$ cat src/rtl/dma_engineer.sv
// dma_engineer: responder side of the layer weight-fetch DMA handshake.
// Takes one request (start address + length in words), acknowledges it, issues
// word reads to the memory read port and streams the returned words back to
// the requester with en/eop strobes. There is no output backpressure.
//
// Optional feature macro: DMA_ADDR_CHECK_EN
//   When defined, a request whose range runs past MEM_WORDS issues no reads,
//   completes immediately and sets the sticky dma_err flag.
//   When undefined, addresses wrap mod 2^ADDR_W and dma_err is tied 0.
//
// Ports:
//   clk, rst                      clock, async active-high reset
//   dma_engineer_req/start_addr/length   request (held until ack)
//   dma_engineer_ack              one-cycle acknowledge
//   dma_engineer_dout/_en/_eop    returned word stream
//   mem_rd_cmd_en/_addr/_rdy      read command handshake
//   mem_rd_data/_en               read data, in command order
//   dma_busy, dma_done, dma_err   status
module dma_engineer #(
  parameter int ADDR_W          = 27,
  parameter int DATA_W          = 512,
  parameter int MAX_OUTSTANDING = 8,
  parameter int MEM_WORDS       = 134217728
) (
  input  logic              clk,
  input  logic              rst,
  input  logic              dma_engineer_req,
  input  logic [ADDR_W-1:0] dma_engineer_start_addr,
  input  logic [ADDR_W-1:0] dma_engineer_length,
  output logic              dma_engineer_ack,
  output logic [DATA_W-1:0] dma_engineer_dout,
  output logic              dma_engineer_dout_en,
  output logic              dma_engineer_dout_eop,
  output logic              mem_rd_cmd_en,
  output logic [ADDR_W-1:0] mem_rd_cmd_addr,
  input  logic              mem_rd_cmd_rdy,
  input  logic [DATA_W-1:0] mem_rd_data,
  input  logic              mem_rd_data_en,
  output logic              dma_busy,
  output logic              dma_done,
  output logic              dma_err
);

  localparam int OUT_W = $clog2(MAX_OUTSTANDING + 1);

  typedef enum logic [1:0] {IDLE, ACK, RUN, DONE} state_t;

  state_t              r_state, w_next;
  logic [ADDR_W-1:0]   r_start, r_len, r_issued, r_received;
  logic [OUT_W-1:0]    r_outstanding;
  logic [DATA_W-1:0]   r_dout;
  logic                r_dout_en, r_dout_eop;
  logic                w_cmd_acc, w_data_acc, w_last_beat, w_addr_bad;

  assign w_cmd_acc   = mem_rd_cmd_en && mem_rd_cmd_rdy;
  // Data with nothing in flight (e.g. stragglers after a reset) is dropped.
  assign w_data_acc  = mem_rd_data_en && (r_outstanding != '0);
  assign w_last_beat = (r_received == r_len - 1'b1);

`ifdef DMA_ADDR_CHECK_EN
  logic [ADDR_W:0] w_end;
  logic            r_err;
  // One extra bit so a range that crosses 2^ADDR_W is seen as out of range.
  assign w_end      = {1'b0, r_start} + {1'b0, r_len};
  assign w_addr_bad = (w_end > (ADDR_W+1)'(MEM_WORDS));
  assign dma_err    = r_err;

  always_ff @(posedge clk or posedge rst) begin
    if (rst)                            r_err <= 1'b0;
    else if (r_state == ACK && w_addr_bad) r_err <= 1'b1;
  end
`else
  logic w_unused_mem_words;
  assign w_unused_mem_words = (MEM_WORDS != 0);
  assign w_addr_bad         = 1'b0;
  assign dma_err            = 1'b0;
`endif

  // State register
  always_ff @(posedge clk or posedge rst) begin
    if (rst) r_state <= IDLE;
    else     r_state <= w_next;
  end

  // Next state
  always_comb begin
    w_next = r_state;
    case (r_state)
      IDLE: if (dma_engineer_req) w_next = ACK;
      ACK:  w_next = (r_len == '0 || w_addr_bad) ? DONE : RUN;
      // eop is registered, so the transfer closes the cycle after it is driven.
      RUN:  if (r_dout_eop) w_next = DONE;
      DONE: w_next = IDLE;
      default: w_next = IDLE;
    endcase
  end

  // Outputs
  always_comb begin
    dma_engineer_ack = 1'b0;
    dma_busy         = 1'b0;
    dma_done         = 1'b0;
    mem_rd_cmd_en    = 1'b0;
    mem_rd_cmd_addr  = r_start + r_issued;
    case (r_state)
      ACK: begin
        dma_engineer_ack = 1'b1;
        dma_busy         = 1'b1;
      end
      RUN: begin
        dma_busy      = 1'b1;
        // Only outstanding can block issue, and it only falls while a command
        // waits, so en/addr stay stable until accepted.
        mem_rd_cmd_en = (r_issued < r_len) &&
                        (r_outstanding < OUT_W'(MAX_OUTSTANDING));
      end
      DONE:    dma_done = 1'b1;
      default: ;
    endcase
  end

  assign dma_engineer_dout     = r_dout;
  assign dma_engineer_dout_en  = r_dout_en;
  assign dma_engineer_dout_eop = r_dout_eop;

  // Datapath and counters
  always_ff @(posedge clk or posedge rst) begin
    if (rst) begin
      r_start       <= '0;
      r_len         <= '0;
      r_issued      <= '0;
      r_received    <= '0;
      r_outstanding <= '0;
      r_dout        <= '0;
      r_dout_en     <= 1'b0;
      r_dout_eop    <= 1'b0;
    end else begin
      r_dout_en  <= w_data_acc;
      r_dout_eop <= w_data_acc && w_last_beat;
      if (w_data_acc) r_dout <= mem_rd_data;

      if (r_state == IDLE && dma_engineer_req) begin
        r_start    <= dma_engineer_start_addr;
        r_len      <= dma_engineer_length;
        r_issued   <= '0;
        r_received <= '0;
      end else begin
        if (w_cmd_acc)  r_issued   <= r_issued + 1'b1;
        if (w_data_acc) r_received <= r_received + 1'b1;
      end

      case ({w_cmd_acc, w_data_acc})
        2'b10:   r_outstanding <= r_outstanding + 1'b1;
        2'b01:   r_outstanding <= r_outstanding - 1'b1;
        default: ;
      endcase
    end
  end

endmodule

$ cat config.mk
export PLATFORM = sky130hd
export DESIGN_NAME = dma_engineer
export DESIGN_NICKNAME = d
export VERILOG_FILES = /design/src/rtl/dma_engineer.sv
export SDC_FILE = /design/constraint.sdc
export NUM_CORES = 2
export LEC_CHECK = 0
export BUFFER_PORTS_ARGS = -buffer_cell sky130_fd_sc_hd__buf_2
export CAP_MARGIN = 5
export CORE_AREA = 8 8 426 428
export DETAILED_ROUTE_END_ITERATION = 10
export DIE_AREA = 0 0 434 436
export SETUP_SLACK_MARGIN = 0.1
export SYNTH_ARGS = -nofsm -noshare
export SYNTH_HDL_FRONTEND = slang
export SYNTH_SLANG_ARGS = --single-unit
$ cat constraint.sdc
create_clock -name clk -period 40.9 [get_ports clk]
set_clock_uncertainty 0.1 [all_clocks]
set_input_delay 0 -clock clk [delete_from_list [all_inputs] [get_ports clk]]
set_output_delay 0 -clock clk [all_outputs]
set_load 0.01 [all_outputs]
==> reports/metrics.csv <==
stage;metric;value;unit
run_status;status;completed;
worst_hold_path;hold_start;dma_engineer_length[8];
synth;synthesis.area;27000;um^2
floorplanning;coreArea;175000;um^2
floorplanning;initial_core_util;15.4;%
routing;drt-pass1-iter-count;5;
timing;finalCriticalPeriod;4.26;ns
synth;ys_seq_area_share;58.3;%
synth;ys.flop_type;dfrtp_1;
finish;layout.nets;5932;
synth;avgSynthCellArea;8.69;um^2
timing;tightestPinTransition;1.13;ns
floorplanning;row_count;154;
clock_tree;clk_pin_slew;0.06;ns
floorplanning;die_x;434;um
timing;max_freq;235;MHz
timing;setup-tns-final;0;ns
power;max-vdd-ir-drop;35.4;uV
clock_tree;cts_buffers;81;
worst_setup_path;cp-startpoint;r_outstanding[3];
clock_tree;clkSinkCount;628;
clock_tree;post_cts_buffers;0;
worst_setup_path;cp.required;41.43;ns
timing;rsz0062_at_grt;false;
synth;syn_inst;3104;
synth;synth-seq-cells;628;
finish;syn2layout_area_growth;82.5;%
worst_setup_path;crit_type;reg2reg;
floorplanning;die_h;436;um
global_routing;antenna_found_initial;59;
worst_hold_path;hp-class;in2reg;
global_routing;grt_max_degree;215;
routing;via_per_inst;4.02;
worst_setup_path;crit_path_end_kind;flop;
finish;layout-drive-gt1-share;23.9;%
power;power_density;47.7;nW/um^2
timing;period_share;10.4;%
power;leakagePower;25.4;nW
routing;drc;0;
synth;yosys.cell_types.count;63;
global_routing;track_usage;16.7;%
synth;synth_edf_count;0;
worst_setup_path;critPathLaunchType;flop;
routing;antenna_left;0;
global_routing;grt_pass1_wl;232;mm
placement;place_congestion;0.896;
floorplanning;dieArea;189000;um^2
global_routing;grt_pass1_vias;32500;
routing;drt_iter0_drc;2154;
routing;vias;31100;
placement;dpl.hpwl;122;mm
finish;finalInstanceArea;49200;um^2
worst_setup_path;crit_arrival;4.79;ns
clock_tree;root_buffer;clkbuf_16;
placement;io_buffer_count;1115;
worst_setup_path;crit-reg2reg-launch;r_outstanding[3];
global_routing;grt-ovfl-total;0;
clock_tree;cts_buffer_depth;3;
timing;setup_violations;0;
placement;placed_area;35100;um^2
clock_tree;cts_tree;yes;
routing;avgRoutedWirePerCell;21.3;um
timing;drv_slew;0;
run;maxCapViolations;0;
clock_tree;cts_htree_levels;3;
routing;wl;165;mm
synth;async_reset_ff_share;100;%
timing;finalHoldViolCount;0;
timing;slew_headroom;24.9;%
worst_setup_path;cp_max_fo;104;
synth;syn_nets;3740;
floorplanning;pin_count;1117;
clock_tree;clk_latency;0.69;ns
synth;ys_warn_count;0;
clock_tree;ctsResizeCount;0;
[worst max-delay path, stage by stage (launching register included)]
cell and delay [ns]:
dfrtp_1 0.51, o41ai_4 0.09, buf_4 0.32, inv_8 0.48, buf_4 0.76, buf_4 0.55, buf_4 0.83, nand2_1 0.20
nand2_1 0.10
[routing by layer]
metal | track usage (%) | wire [um] | vias to the layer above
li1 | - | - | 14200
met1 | 18.1 | 59100 | 15100
met2 | 30.5 | 85900 | 1395
met3 | 3.90 | 11400 | 368
met4 | 7.67 | 8560 | 6
met5 | 0 | 44 | -
[flip-flops by register name (all words and copies together), names as in the netlist]
name,cells
dma_engineer_dout_eop,1
r_issued,27
r_received,27
dma_engineer_dout,512
r_state,2
r_outstanding,4
r_len,27
r_start,27
dma_engineer_dout_en,1
[synthesized netlist by cell type, types with 9 or more instances]
master | instances | share of area [%]
xnor2_1 | 44 | 1.4
nand3_1 | 37 | 0.69
and3_1 | 13 | 0.30
ha_1 | 63 | 2.9
nor2_1 | 66 | 0.92
clkbuf_1 | 137 | 1.9
o21ai_0 | 67 | 1.2
inv_1 | 50 | 0.70
xor2_1 | 41 | 1.3
nand2_1 | 1702 | 24
o211ai_1 | 9 | 0.25
a21o_1 | 19 | 0.53
a21oi_1 | 47 | 0.87
nor3_1 | 17 | 0.32
nand4_1 | 26 | 0.60
dfrtp_1 | 628 | 58
or4_1 | 9 | 0.25
or3_1 | 18 | 0.42
[power breakdown]
group | total [mW] | leakage [nW] | switching (mW) | internal (mW)
sequential | 0.869 | 7.68 | 0.103 | 0.766
clock | 0.750 | 1.35 | 0.311 | 0.439
combinational | 0.729 | 16.3 | 0.446 | 0.283
[worst paths after layout]
| path | endpoint | slack (ns) | depth (start not counted) |
|---|---|---|---|
| max in group asynchronous | dma_engineer_dout[499] | 37.02 | 7 |
| min in group asynchronous | dma_engineer_dout[113] | 0.48 | 4 |
| min reg2reg | dma_engineer_dout[176] | 0.37 | 2 |
| min | r_len[8] | 0.06 | 4 |
| max | dma_engineer_dout[327] | 36.64 | 8 |
| max reg2reg | dma_engineer_dout[327] | 36.64 | 8 |
[placed cells by master (no fill, tap or decap), types with 8 or more instances in the layout]
cell type	instances
a21o_1	19
a21oi_1	47
a31oi_1	8
and3_1	13
buf_2	1115
buf_4	19
clkbuf_1	16
clkbuf_16	81
clkbuf_8	14
clkinv_2	14
dfrtp_1	628
diode_2	41
dlygate4sd3_1	1119
ha_1	63
inv_1	49
nand2_1	1702
nand3_1	37
nand4_1	26
nor2_1	66
nor3_1	17
o211ai_1	9
o21a_1	8
o21ai_0	67
or3_1	18
or4_1	9
xnor2_1	44
xor2_1	41
[kinds of logic after synthesis]
logic type	synth area share, %
and+or+nand+nor	28.2
DFF	58.3
AOI/OAI and AO/OA	4.67
buffers and inverters	2.77
xor gates and xnor gates	2.76
adders and majority gates	3.07
muxes	0.227
other	0.0139
[per-stage QoR]
step	worst slack (ns)	total power, mW	instances	util, %	hold WS (ns)
floorplan	23.21	1.14	3104	-	0.00544
global placement	36.61	1.49	6434	20.1	0.0752
detailed placement	36.60	1.50	6434	20.1	0.0633
CTS	36.58	2.36	7698	28.1	0.00126
global route	36.29	2.46	7729	28.1	0.0285
finish	36.64	2.35	7739	28.1	0.0620
[timing repair]
| item | 4_1_cts | 5_1_grt |
|---|---|---|
| hold endpoints to repair | 676 | 0 |
| hold buffers | 1119 | 0 |
| endpoints found under the setup margin | 0 | 0 |
[final cells by class]
type,instances,area [um^2]
clock buffers,111,2280
fillers,18300,126000
multi-input cells,2278,10500
diodes,41,103
inverters,52,210
well taps,2340,2930
flip-flops and latches,628,15700
repair buffers,2255,17000
clock inverters,34,488
(Power assumes the default switching activity.)
